===== src/rtl/paicore_gen_pkg.sv =====
// ----------------------------------------------------------------------------
// paicore_gen_pkg
// Shared types and constants for the PAICORE frame generator:
//   - state_e            : frame generator FSM states
//   - MODE_*             : pattern mode encodings carried on i_mode
//   - DEFAULT_LFSR_TAPS  : Galois LFSR feedback mask used when none is given
// ----------------------------------------------------------------------------
package paicore_gen_pkg;

    typedef enum logic [1:0] {
        ST_IDLE    = 2'd0,
        ST_SEND    = 2'd1,
        ST_WAIT_TX = 2'd2
    } state_e;

    localparam logic [1:0] MODE_COUNTER     = 2'd0;
    localparam logic [1:0] MODE_LFSR        = 2'd1;
    localparam logic [1:0] MODE_FIXED       = 2'd2;
    localparam logic [1:0] MODE_COUNTER_ALT = 2'd3;

    localparam logic [63:0] DEFAULT_LFSR_TAPS = 64'hD800_0000_0000_0000;

endpackage : paicore_gen_pkg


===== src/rtl/paicore_pattern_src.sv =====
// ----------------------------------------------------------------------------
// paicore_pattern_src
// Holds the word currently presented on the stream and steps it to the next
// pattern value. The mode is captured on load so a frame keeps one pattern.
// Ports:
//   clk, rst    : clock, asynchronous active-high reset
//   i_load      : capture mode and seed; word becomes the frame's word 0
//   i_advance   : step to the next word of the pattern
//   i_mode      : pattern mode (counter / LFSR / fixed / counter)
//   i_seed      : first word, or LFSR seed
//   o_word      : current pattern word
// ----------------------------------------------------------------------------
module paicore_pattern_src
    import paicore_gen_pkg::*;
#(
    parameter int unsigned           DATA_WIDTH = 64,
    parameter logic [DATA_WIDTH-1:0] TAPS       = DEFAULT_LFSR_TAPS[DATA_WIDTH-1:0]
) (
    input  logic                  clk,
    input  logic                  rst,
    input  logic                  i_load,
    input  logic                  i_advance,
    input  logic [1:0]            i_mode,
    input  logic [DATA_WIDTH-1:0] i_seed,
    output logic [DATA_WIDTH-1:0] o_word
);

    logic [1:0]            mode_q, mode_d;
    logic [DATA_WIDTH-1:0] word_q, word_d;

    // An all-zero LFSR state would lock up, so a zero seed is replaced by 1.
    always_comb begin
        mode_d = mode_q;
        word_d = word_q;
        if (i_load) begin
            mode_d = i_mode;
            if ((i_mode == MODE_LFSR) && (i_seed == '0)) begin
                word_d = {{(DATA_WIDTH-1){1'b0}}, 1'b1};
            end else begin
                word_d = i_seed;
            end
        end else if (i_advance) begin
            case (mode_q)
                MODE_LFSR:  word_d = (word_q >> 1) ^ (word_q[0] ? TAPS : '0);
                MODE_FIXED: word_d = word_q;
                default:    word_d = word_q + {{(DATA_WIDTH-1){1'b0}}, 1'b1};
            endcase
        end
    end

    always_ff @(posedge clk or posedge rst) begin
        if (rst) begin
            mode_q <= MODE_COUNTER;
            word_q <= '0;
        end else begin
            mode_q <= mode_d;
            word_q <= word_d;
        end
    end

    assign o_word = word_q;

endmodule : paicore_pattern_src


===== src/rtl/paicore_frame_gen.sv =====
// ----------------------------------------------------------------------------
// paicore_frame_gen
// Stimulus stage for the PAICORE loop-back path. On an accepted i_start it
// emits one AXI-Stream frame of i_send_len words, then (optionally) waits for
// the sender's tx-done pulse with a timeout and reports done/timeout.
// Ports:
//   clk, rst           : clock, asynchronous active-high reset
//   i_start            : start pulse, honoured only when idle
//   i_abort            : end the current frame early
//   i_mode             : 0/3 counter, 1 LFSR, 2 fixed
//   i_send_len         : words per frame (sampled at start)
//   i_seed             : first word / LFSR seed (sampled at start)
//   i_tx_done          : tx-done pulse from the send stage
//   m_axis_*           : AXI-Stream master (tdata, tlast, tvalid, tready)
//   o_busy             : frame in progress (sending or waiting)
//   o_done             : one-cycle pulse when a frame returns to idle
//   o_timeout          : sticky timeout flag, cleared by the next start
//   o_word_cnt         : beats handshaked in the current/last frame
// ----------------------------------------------------------------------------
module paicore_frame_gen
    import paicore_gen_pkg::*;
#(
    parameter int unsigned DATA_WIDTH  = 64,
    parameter logic [63:0] LFSR_TAPS   = DEFAULT_LFSR_TAPS,
    parameter bit          WAIT_TX     = 1'b1,
    parameter logic [31:0] TIMEOUT_CYC = 32'd1_000_000
) (
    input  logic                  clk,
    input  logic                  rst,
    input  logic                  i_start,
    input  logic                  i_abort,
    input  logic [1:0]            i_mode,
    input  logic [31:0]           i_send_len,
    input  logic [DATA_WIDTH-1:0] i_seed,
    input  logic                  i_tx_done,
    input  logic                  m_axis_tready,
    output logic [DATA_WIDTH-1:0] m_axis_tdata,
    output logic                  m_axis_tlast,
    output logic                  m_axis_tvalid,
    output logic                  o_busy,
    output logic                  o_done,
    output logic                  o_timeout,
    output logic [31:0]           o_word_cnt
);

    state_e      state_q, state_d;
    logic        tvalid_q, tvalid_d;
    logic        tlast_q, tlast_d;
    logic [31:0] word_cnt_q, word_cnt_d;
    logic [31:0] len_q, len_d;
    logic [31:0] wait_cnt_q, wait_cnt_d;
    logic        tx_seen_q, tx_seen_d;
    logic        done_q, done_d;
    logic        timeout_q, timeout_d;
    logic        pat_load, pat_advance;
    logic        handshake;

    assign handshake = tvalid_q & m_axis_tready;

    // Pattern register doubles as the tdata holding register; it only moves
    // on a handshake, so data stays stable while the sink stalls.
    paicore_pattern_src #(
        .DATA_WIDTH (DATA_WIDTH),
        .TAPS       (LFSR_TAPS[DATA_WIDTH-1:0])
    ) u_pattern (
        .clk       (clk),
        .rst       (rst),
        .i_load    (pat_load),
        .i_advance (pat_advance),
        .i_mode    (i_mode),
        .i_seed    (i_seed),
        .o_word    (m_axis_tdata)
    );

    // tlast is registered alongside tvalid. It is precomputed for the next
    // beat on each handshake (next index = word_cnt+1 is last when
    // word_cnt+2 == len). An abort forces it onto whichever beat is presented
    // next: the held beat if stalled, otherwise the following one.
    // A tx-done arriving while still sending is remembered so WAIT_TX can
    // finish straight away.
    always_comb begin
        state_d     = state_q;
        tvalid_d    = tvalid_q;
        tlast_d     = tlast_q;
        word_cnt_d  = word_cnt_q;
        len_d       = len_q;
        wait_cnt_d  = wait_cnt_q;
        tx_seen_d   = tx_seen_q;
        done_d      = 1'b0;
        timeout_d   = timeout_q;
        pat_load    = 1'b0;
        pat_advance = 1'b0;

        case (state_q)
            ST_IDLE: begin
                if (i_start) begin
                    timeout_d  = 1'b0;
                    word_cnt_d = '0;
                    wait_cnt_d = '0;
                    tx_seen_d  = 1'b0;
                    len_d      = i_send_len;
                    if (i_send_len == '0) begin
                        done_d = 1'b1;
                    end else begin
                        state_d  = ST_SEND;
                        tvalid_d = 1'b1;
                        tlast_d  = (i_send_len == 32'd1);
                        pat_load = 1'b1;
                    end
                end
            end

            ST_SEND: begin
                if (i_tx_done) begin
                    tx_seen_d = 1'b1;
                end
                if (handshake) begin
                    word_cnt_d = word_cnt_q + 32'd1;
                    if (tlast_q) begin
                        tvalid_d   = 1'b0;
                        tlast_d    = 1'b0;
                        wait_cnt_d = '0;
                        if (WAIT_TX) begin
                            state_d = ST_WAIT_TX;
                        end else begin
                            state_d = ST_IDLE;
                            done_d  = 1'b1;
                        end
                    end else begin
                        pat_advance = 1'b1;
                        tlast_d     = i_abort || ((word_cnt_q + 32'd2) == len_q);
                    end
                end else if (i_abort) begin
                    tlast_d = 1'b1;
                end
            end

            ST_WAIT_TX: begin
                if (i_tx_done || tx_seen_q || i_abort) begin
                    state_d = ST_IDLE;
                    done_d  = 1'b1;
                end else if ((wait_cnt_q + 32'd1) >= TIMEOUT_CYC) begin
                    state_d   = ST_IDLE;
                    done_d    = 1'b1;
                    timeout_d = 1'b1;
                end else begin
                    wait_cnt_d = wait_cnt_q + 32'd1;
                end
            end

            default: begin
                state_d  = ST_IDLE;
                tvalid_d = 1'b0;
                tlast_d  = 1'b0;
            end
        endcase
    end

    always_ff @(posedge clk or posedge rst) begin
        if (rst) begin
            state_q    <= ST_IDLE;
            tvalid_q   <= 1'b0;
            tlast_q    <= 1'b0;
            word_cnt_q <= '0;
            len_q      <= '0;
            wait_cnt_q <= '0;
            tx_seen_q  <= 1'b0;
            done_q     <= 1'b0;
            timeout_q  <= 1'b0;
        end else begin
            state_q    <= state_d;
            tvalid_q   <= tvalid_d;
            tlast_q    <= tlast_d;
            word_cnt_q <= word_cnt_d;
            len_q      <= len_d;
            wait_cnt_q <= wait_cnt_d;
            tx_seen_q  <= tx_seen_d;
            done_q     <= done_d;
            timeout_q  <= timeout_d;
        end
    end

    assign m_axis_tvalid = tvalid_q;
    assign m_axis_tlast  = tlast_q;
    assign o_busy        = (state_q == ST_SEND) || (state_q == ST_WAIT_TX);
    assign o_done        = done_q;
    assign o_timeout     = timeout_q;
    assign o_word_cnt    = word_cnt_q;

endmodule : paicore_frame_gen

===== config.mk =====
export PLATFORM = sky130hd
export DESIGN_NAME = paicore_frame_gen
export DESIGN_NICKNAME = d
export VERILOG_FILES = /design/src/rtl/paicore_gen_pkg.sv /design/src/rtl/paicore_pattern_src.sv /design/src/rtl/paicore_frame_gen.sv
export SDC_FILE = /design/constraint.sdc
export NUM_CORES = 1
export LEC_CHECK = 0
export CELL_PAD_IN_SITES_DETAIL_PLACEMENT = 1
export CELL_PAD_IN_SITES_GLOBAL_PLACEMENT = 1
export CORE_MARGIN = 2
export CORE_UTILIZATION = 30
export CTS_CLUSTER_DIAMETER = 80
export DETAILED_ROUTE_END_ITERATION = 16
export PLACE_DENSITY = 0.66
export SYNTH_ARGS = -nofsm -noshare
export SYNTH_HDL_FRONTEND = slang
export SYNTH_SLANG_ARGS = --single-unit

===== constraint.sdc =====
create_clock -name clk -period 17.4 [get_ports clk]
set_input_delay 3.48 -clock clk [delete_from_list [all_inputs] [get_ports clk]]
set_output_delay 3.48 -clock clk [all_outputs]
set_load 0.05 [all_outputs]

==> flow_metrics.py, run 1 <==
metrics = {
    "outcome": {
        "status": "finished, final reports clean",
    },
    "sta": {
        "fin_crit_ns": 6.40,
        "slew_headroom": 0.149,
        "hold_violations": 0,
        "fin_skew_ns": 0.0149,
        "setup_violations": 0,
        "grt_setup_unrepaired": "no",
        "tightest_slew_ns": 1.26,
        "max_freq_mhz": 156,
        "finalCritPeriodShare": 0.368,
        "drv_slew": 0,
        "tns_ns": 0,
    },
    "synth": {
        "synth_top_family_by_area": "simple AND/OR/NAND/NOR gates",
        "yosys_register_bits": 169,
        "syn_area_um2": 11400,
        "ys_types": 75,
        "synth_compound_area_frac": 0.192,
        "synth_xor_area_frac": 0.0746,
        "synthMuxAreaShare": 0.0400,
        "synth-adder-area-share": 0.00879,
        "synth.area.top_cells": "dfrtp_1 37%, nor2_1 5.8%, nand2_1 5.2%, xnor2_1 4.1%, a21oi_1 4.0%",
        "yosys.area.top_type": "dfrtp_1",
        "avgSynthCellArea_um2": 8.12,
        "yosys.area_share.simple": 0.273,
        "synthArstFlopShare": 1.00,
        "syn-num-nets": 1515,
        "syn_inst": 1403,
        "synth_flop_cell": "dfrtp_1",
        "ys_warn_count": 0,
        "synth_edf_count": 0,
        "yosysTopAreaCellShare": 0.371,
        "seq_area_frac_synth": 0.371,
    },
    "worst_setup_path": {
        "path_max_fanout": 45,
        "cp_data_arrival_time_ns": 6.72,
        "cp-startpoint": "i_send_len[12]",
        "critical-path-top-delay-family": "simple AND/OR/NAND/NOR gates",
        "cp_common_cell": "a21oi_1",
        "endpoint": "u_pattern.o_word[52]",
        "worstSetupStartpointType": "input port",
        "timing.rr.end": "wait_cnt_q[31]",
        "crit_path_end_kind": "flop",
        "path_depth": 10,
        "reg2reg_depth": 10,
        "timing.rr.start": "wait_cnt_q[0]",
        "path_cells": "clkdlybuf4s50_1 -> nor4_1 -> nand4_1 -> o311ai_4 -> buf_4 -> a21oi_1 -> nand2_1 -> nand3_1 -> a21oi_1 -> a31oi_1",
        "path_class": "in2reg",
        "slowest_delay_ns": 0.54,
        "required_ns": 17.73,
        "crit_slowest_cell": "nor4_1",
        "r2r_slack_ns": 13.29,
        "cp_num_buf_inv": 2,
    },
    "die": {
        "dieWidth_um": 199,
        "die_y_um": 199,
        "core_area_um2": 37500,
        "row_count": 71,
        "dieArea_um2": 39500,
        "initial_core_util": 0.304,
        "ios": 205,
    },
    "place": {
        "dp_hpwl_um": 30600,
        "dp_cells": 2042,
        "routabilityCongestion": 0.812,
        "numPortBuffers": 204,
        "placed_area_um2": 13900,
    },
    "finish": {
        "final_area_um2": 14400,
        "seqCellArea_um2": 4230,
        "final_layout_size_suffix_gt1_frac": 0.0678,
        "multi_input_area_um2": 6760,
        "final_common_cell": "clkdlybuf4s50_1",
        "diodes": 0,
        "fillers": 4459,
        "syn_to_final_growth_pct": 26.9,
        "final_cell_mix": "204 x clkdlybuf4s50_1, 173 x nor2_1, 169 x dfrtp_1",
        "final_cells": 2074,
        "layout.nets": 1662,
    },
    "clock_network": {
        "clkSinkCount": 169,
        "htreeDepth": 4,
        "cts_resized": 0,
        "cts_buffer_depth": 2,
        "clk_pin_slew_worst_paths_ns": 0.07,
        "postCtsHoldBufs": 0,
        "root_buffer": "clkbuf_16",
        "numCtsBuffers": 17,
        "post_cts_buffers": 0,
        "cts_tree": "done",
        "clock_latency_ns": 0.46,
    },
    "detailed_routing": {
        "initialDrtViolationCount": 596,
        "routed_wl_um": 42500,
        "vias_per_cell": 5.57,
        "wire_per_inst_um": 20.5,
        "drt_pass1_iterations": 4,
        "drc": 0,
        "ant_nets": 0,
        "vias": 11600,
    },
    "global_routing": {
        "grt_usage": 0.218,
        "grt_max_degree": 100,
        "antenna_found_initial": 0,
        "grt.overflow.total": 0,
        "grt_use_met2": 0.365,
        "grt_use_met1": 0.292,
        "gr-max-usage-layer": "met2",
        "met3_usage": 0.0390,
        "grt_pass1_wl_um": 67600,
        "grt_pass1_vias": 11800,
    },
    "pwr": {
        "peakVddDrop_v": 0.000106,
        "p_leak_nw": 5.30,
        "power.density_nw_per_um2": 153,
    },
    "hold_path": {
        "hold_class": "reg2reg",
    },
    "run": {
        "cap_violations": 0,
    },
}
## how the worst min path moves through the flow
stage	from	depth (start not counted)	end
floorplan	wait_cnt_q[22]	1	wait_cnt_q[22]
global placement	o_timeout	2	o_timeout
detailed placement	o_timeout	2	o_timeout
CTS	o_timeout	2	o_timeout
global route	len_q[28]	1	len_q[28]
finish	o_timeout	2	o_timeout
## where the power goes
part	switching, mW	internal, mW
Combinational	0.720	0.395
Sequential	0.192	0.516
Clock	0.189	0.204
## cells in the mapped netlist, types with 13 or more instances
cell      count
inv_1        24
nor3_1       30
clkbuf_1     74
nand4_1      40
nand2_1     158
xnor2_1      53
o22ai_1      34
mux2_2       34
a21oi_1      90
o21ai_0      78
nor4_1       55
and3_1       16
a211oi_1     16
dfrtp_1     169
and4_1       13
a31oi_1      32
xor2_1       44
and2_1       28
nor2_1      175
nand3_1      61
## cells by family after synthesis
group,count (synthesis)
and+or+nand+nor,631
AOI/OAI and AO/OA,342
DFF,169
buffers and inverters,115
xor gates and xnor gates,97
muxes,41
adders and majority gates,8
## final cells by class
type,instances,share of cell area
multi-input cells,1119,0.468
flip-flops and latches,169,0.293
repair buffers,219,0.149
well taps,511,0.0443
clock buffers,18,0.0304
clock inverters,14,0.00927
inverters,24,0.00658
## sequential cells by signal, summed over array words and instances, names as in the netlist
signal and cells:
u_pattern.o_word 64, m_axis_tlast 1, o_done 1, u_pattern.mode_q 2, len_q 32, m_axis_tvalid 1
wait_cnt_q 32, o_timeout 1, state_q 2, tx_seen_q 1, o_word_cnt 32
## worst min-delay path, cell delays in order, from the launching register on
cell     delay (ns)
dfrtp_1        0.34
o21ai_0        0.08
nand2_1        0.06
## layer usage
| layer | share of wire | vias to the layer above |
|---|---|---|
| met1 | 0.47 | 5856 |
| met5 | 0 | - |
| met2 | 0.48 | 219 |
| li1 | - | 5446 |
| met4 | 0.013 | 0 |
| met3 | 0.040 | 33 |
## stage by stage
step	util	power (mW)	setup slack (ns)	hold slack, ns
after global placement	0.370	1.82	10.56	0.500
after CTS	0.385	2.24	10.98	0.524
after floorplan	-	1.43	9.34	0.485
after detailed placement	0.370	1.83	10.51	0.505
after global routing	0.385	2.36	10.68	0.538
final	0.385	2.22	11.00	0.521
(Power assumes the default switching activity.)
==> inputs of run 2 (changes only) <==
--- a/config.mk
+++ b/config.mk
@@ -11,7 +11,7 @@
 export CORE_UTILIZATION = 30
 export CTS_CLUSTER_DIAMETER = 80
 export DETAILED_ROUTE_END_ITERATION = 16
-export PLACE_DENSITY = 0.66
+export PLACE_DENSITY = 0.69
 export SYNTH_ARGS = -nofsm -noshare
 export SYNTH_HDL_FRONTEND = slang
 export SYNTH_SLANG_ARGS = --single-unit
==> constraint.sdc (replaced) <==
create_clock -name clk -period 5.6 [get_ports clk]
set_input_delay 1.12 -clock clk [delete_from_list [all_inputs] [get_ports clk]]
set_output_delay 1.12 -clock clk [all_outputs]
set_load 0.05 [all_outputs]
==> flow_metrics.py, run 2 (same netlist as run 1, synthesis figures left out) <==
metrics = {
    "outcome": {
        "status": "finished, final reports clean",
    },
    "clock_network": {
        "post_cts_buffers": 0,
        "postCtsHoldBufs": 0,
        "clock_latency_ns": 0.46,
        "cts_resized": 0,
        "root_buffer": "clkbuf_16",
        "clk_pin_slew_worst_paths_ns": 0.07,
        "htreeDepth": 4,
        "cts_buffer_depth": 2,
        "clkSinkCount": 169,
        "numCtsBuffers": 17,
        "cts_tree": "done",
    },
    "pwr": {
        "peakVddDrop_v": 0.000281,
        "pwr-share-seq": 0.319,
        "p_int_mw": 3.53,
        "netSwitchingFraction": 0.492,
        "p_sw_mw": 3.41,
        "p_comb_frac": 0.500,
        "p_leak_nw": 5.34,
        "power.density_nw_per_um2": 478,
        "clock_power_share": 0.180,
    },
    "global_routing": {
        "gr-max-usage-layer": "met2",
        "antenna_found_initial": 0,
        "met3_usage": 0.0412,
        "grt_use_met2": 0.355,
        "grt_max_degree": 170,
        "grt_usage": 0.217,
        "grt.overflow.total": 0,
        "grt_use_met1": 0.297,
        "grt_pass1_wl_um": 67500,
        "grt_pass1_vias": 11800,
    },
    "hold_path": {
        "min_from": "o_timeout",
        "hold_class": "reg2reg",
    },
    "sta": {
        "setup_violations": 0,
        "whs_ns": 0.525,
        "fin_skew_ns": 0.0133,
        "tightest_slew_ns": 1.04,
        "slew_headroom": 0.305,
        "tns_ns": 0,
        "hold_violations": 0,
        "grt_setup_unrepaired": "no",
        "drv_slew": 0,
        "max_freq_mhz": 250,
        "fin_ws_ns": 1.60,
        "fin_crit_ns": 4.00,
        "finalCritPeriodShare": 0.713,
    },
    "finish": {
        "final_layout_size_suffix_gt1_frac": 0.0696,
        "syn_to_final_growth_pct": 27.6,
        "final_cell_mix": "204 x clkdlybuf4s50_1, 173 x nor2_1, 169 x dfrtp_1",
        "final_common_cell": "clkdlybuf4s50_1",
        "layout.nets": 1665,
        "largest_register_ffs": 64,
        "final_area_um2": 14500,
        "diodes": 0,
    },
    "place": {
        "placed_area_um2": 13900,
        "numPortBuffers": 204,
        "dp_slack_ns": 1.35,
        "dp_hpwl_um": 30200,
        "routabilityCongestion": 0.827,
    },
    "die": {
        "initial_core_util": 0.304,
        "dieArea_um2": 39500,
        "row_count": 71,
        "ios": 205,
        "dieWidth_um": 199,
        "core_area_um2": 37500,
        "die_y_um": 199,
    },
    "detailed_routing": {
        "ant_nets": 0,
        "drc": 0,
        "vias": 11500,
        "initialDrtViolationCount": 606,
        "vias_per_cell": 5.56,
        "wire_per_inst_um": 20.4,
        "routed_wl_um": 42300,
        "drt_pass1_iterations": 4,
    },
    "worst_setup_path": {
        "path_max_fanout": 13,
        "timing.rr.start": "wait_cnt_q[0]",
        "cp_data_arrival_time_ns": 4.39,
        "path_class": "reg2reg",
        "required_ns": 5.99,
        "crit_path_end_kind": "flop",
        "worstSetupStartpointType": "flop",
        "cp-startpoint": "wait_cnt_q[0]",
    },
    "run": {
        "cap_violations": 0,
    },
}
[run 2: changes by cell type in the layout (fill, tap and decap cells not counted), sizes merged]
cell	previous run	this run
clkinvlp	2	3
clkinv	3	5
clkbuf	18	19
inv	32	27
bufinv	1	2
buf	15	18
[run 2: per-layer routing]
| metal | part of all wire | up-vias |
|---|---|---|
| met1 | 0.48 | 5820 |
| met2 | 0.46 | 250 |
| met4 | 0.012 | 0 |
| met3 | 0.045 | 29 |
| li1 | - | 5445 |
| met5 | 0 | - |
[run 2: cell type report]
type                       count  area [um^2]
clock buffer                  19          453
clock inverter                13          141
fill                        4459        23000
inverter                      24         93.8
multi-input combinational   1119         6760
sequential                   169         4230
tap                          511          639
timing repair buffer         222         2210
[run 2: final timing paths]
path	to	slack (ns)	cells past startpoint
worst min register to register	o_timeout	0.52	2
min in group asynchronous	u_pattern.o_word[60]	1.28	3
worst max-delay path	wait_cnt_q[26]	1.60	9
worst min-delay path	o_timeout	0.52	2
worst max register to register	wait_cnt_q[26]	1.60	9
max in group asynchronous	o_done	3.52	3
[run 2: critical path, cell delays in order (launching register included)]
cell and delay (ns):
dfrtp_1 0.49, ha_1 0.28, nand4_2 0.29, or4_4 0.52, or4_1 0.51, a221o_1 0.42
a31oi_4 0.45, nor3_2 0.21, o21ai_1 0.53, and2_1 0.22
[run 2: power groups by stage]
stage / combinational [mW] / clock, mW / sequential [mW]
floorplan: 1.65 / 0 / 2.80
global placement: 3.42 / 0 / 2.21
detailed placement: 3.48 / 0 / 2.23
CTS: 3.50 / 1.29 / 2.21
global route: 3.76 / 1.33 / 2.29
finish: 3.47 / 1.25 / 2.22
[run 2: metrics by stage]
stage / power, mW / cells / utilization
floorplan: 4.45 / 1403 / -
global placement: 5.63 / 2045 / 0.372
detailed placement: 5.71 / 2045 / 0.372
CTS: 7.00 / 2077 / 0.387
global route: 7.38 / 2077 / 0.387
finish: 6.94 / 2077 / 0.387
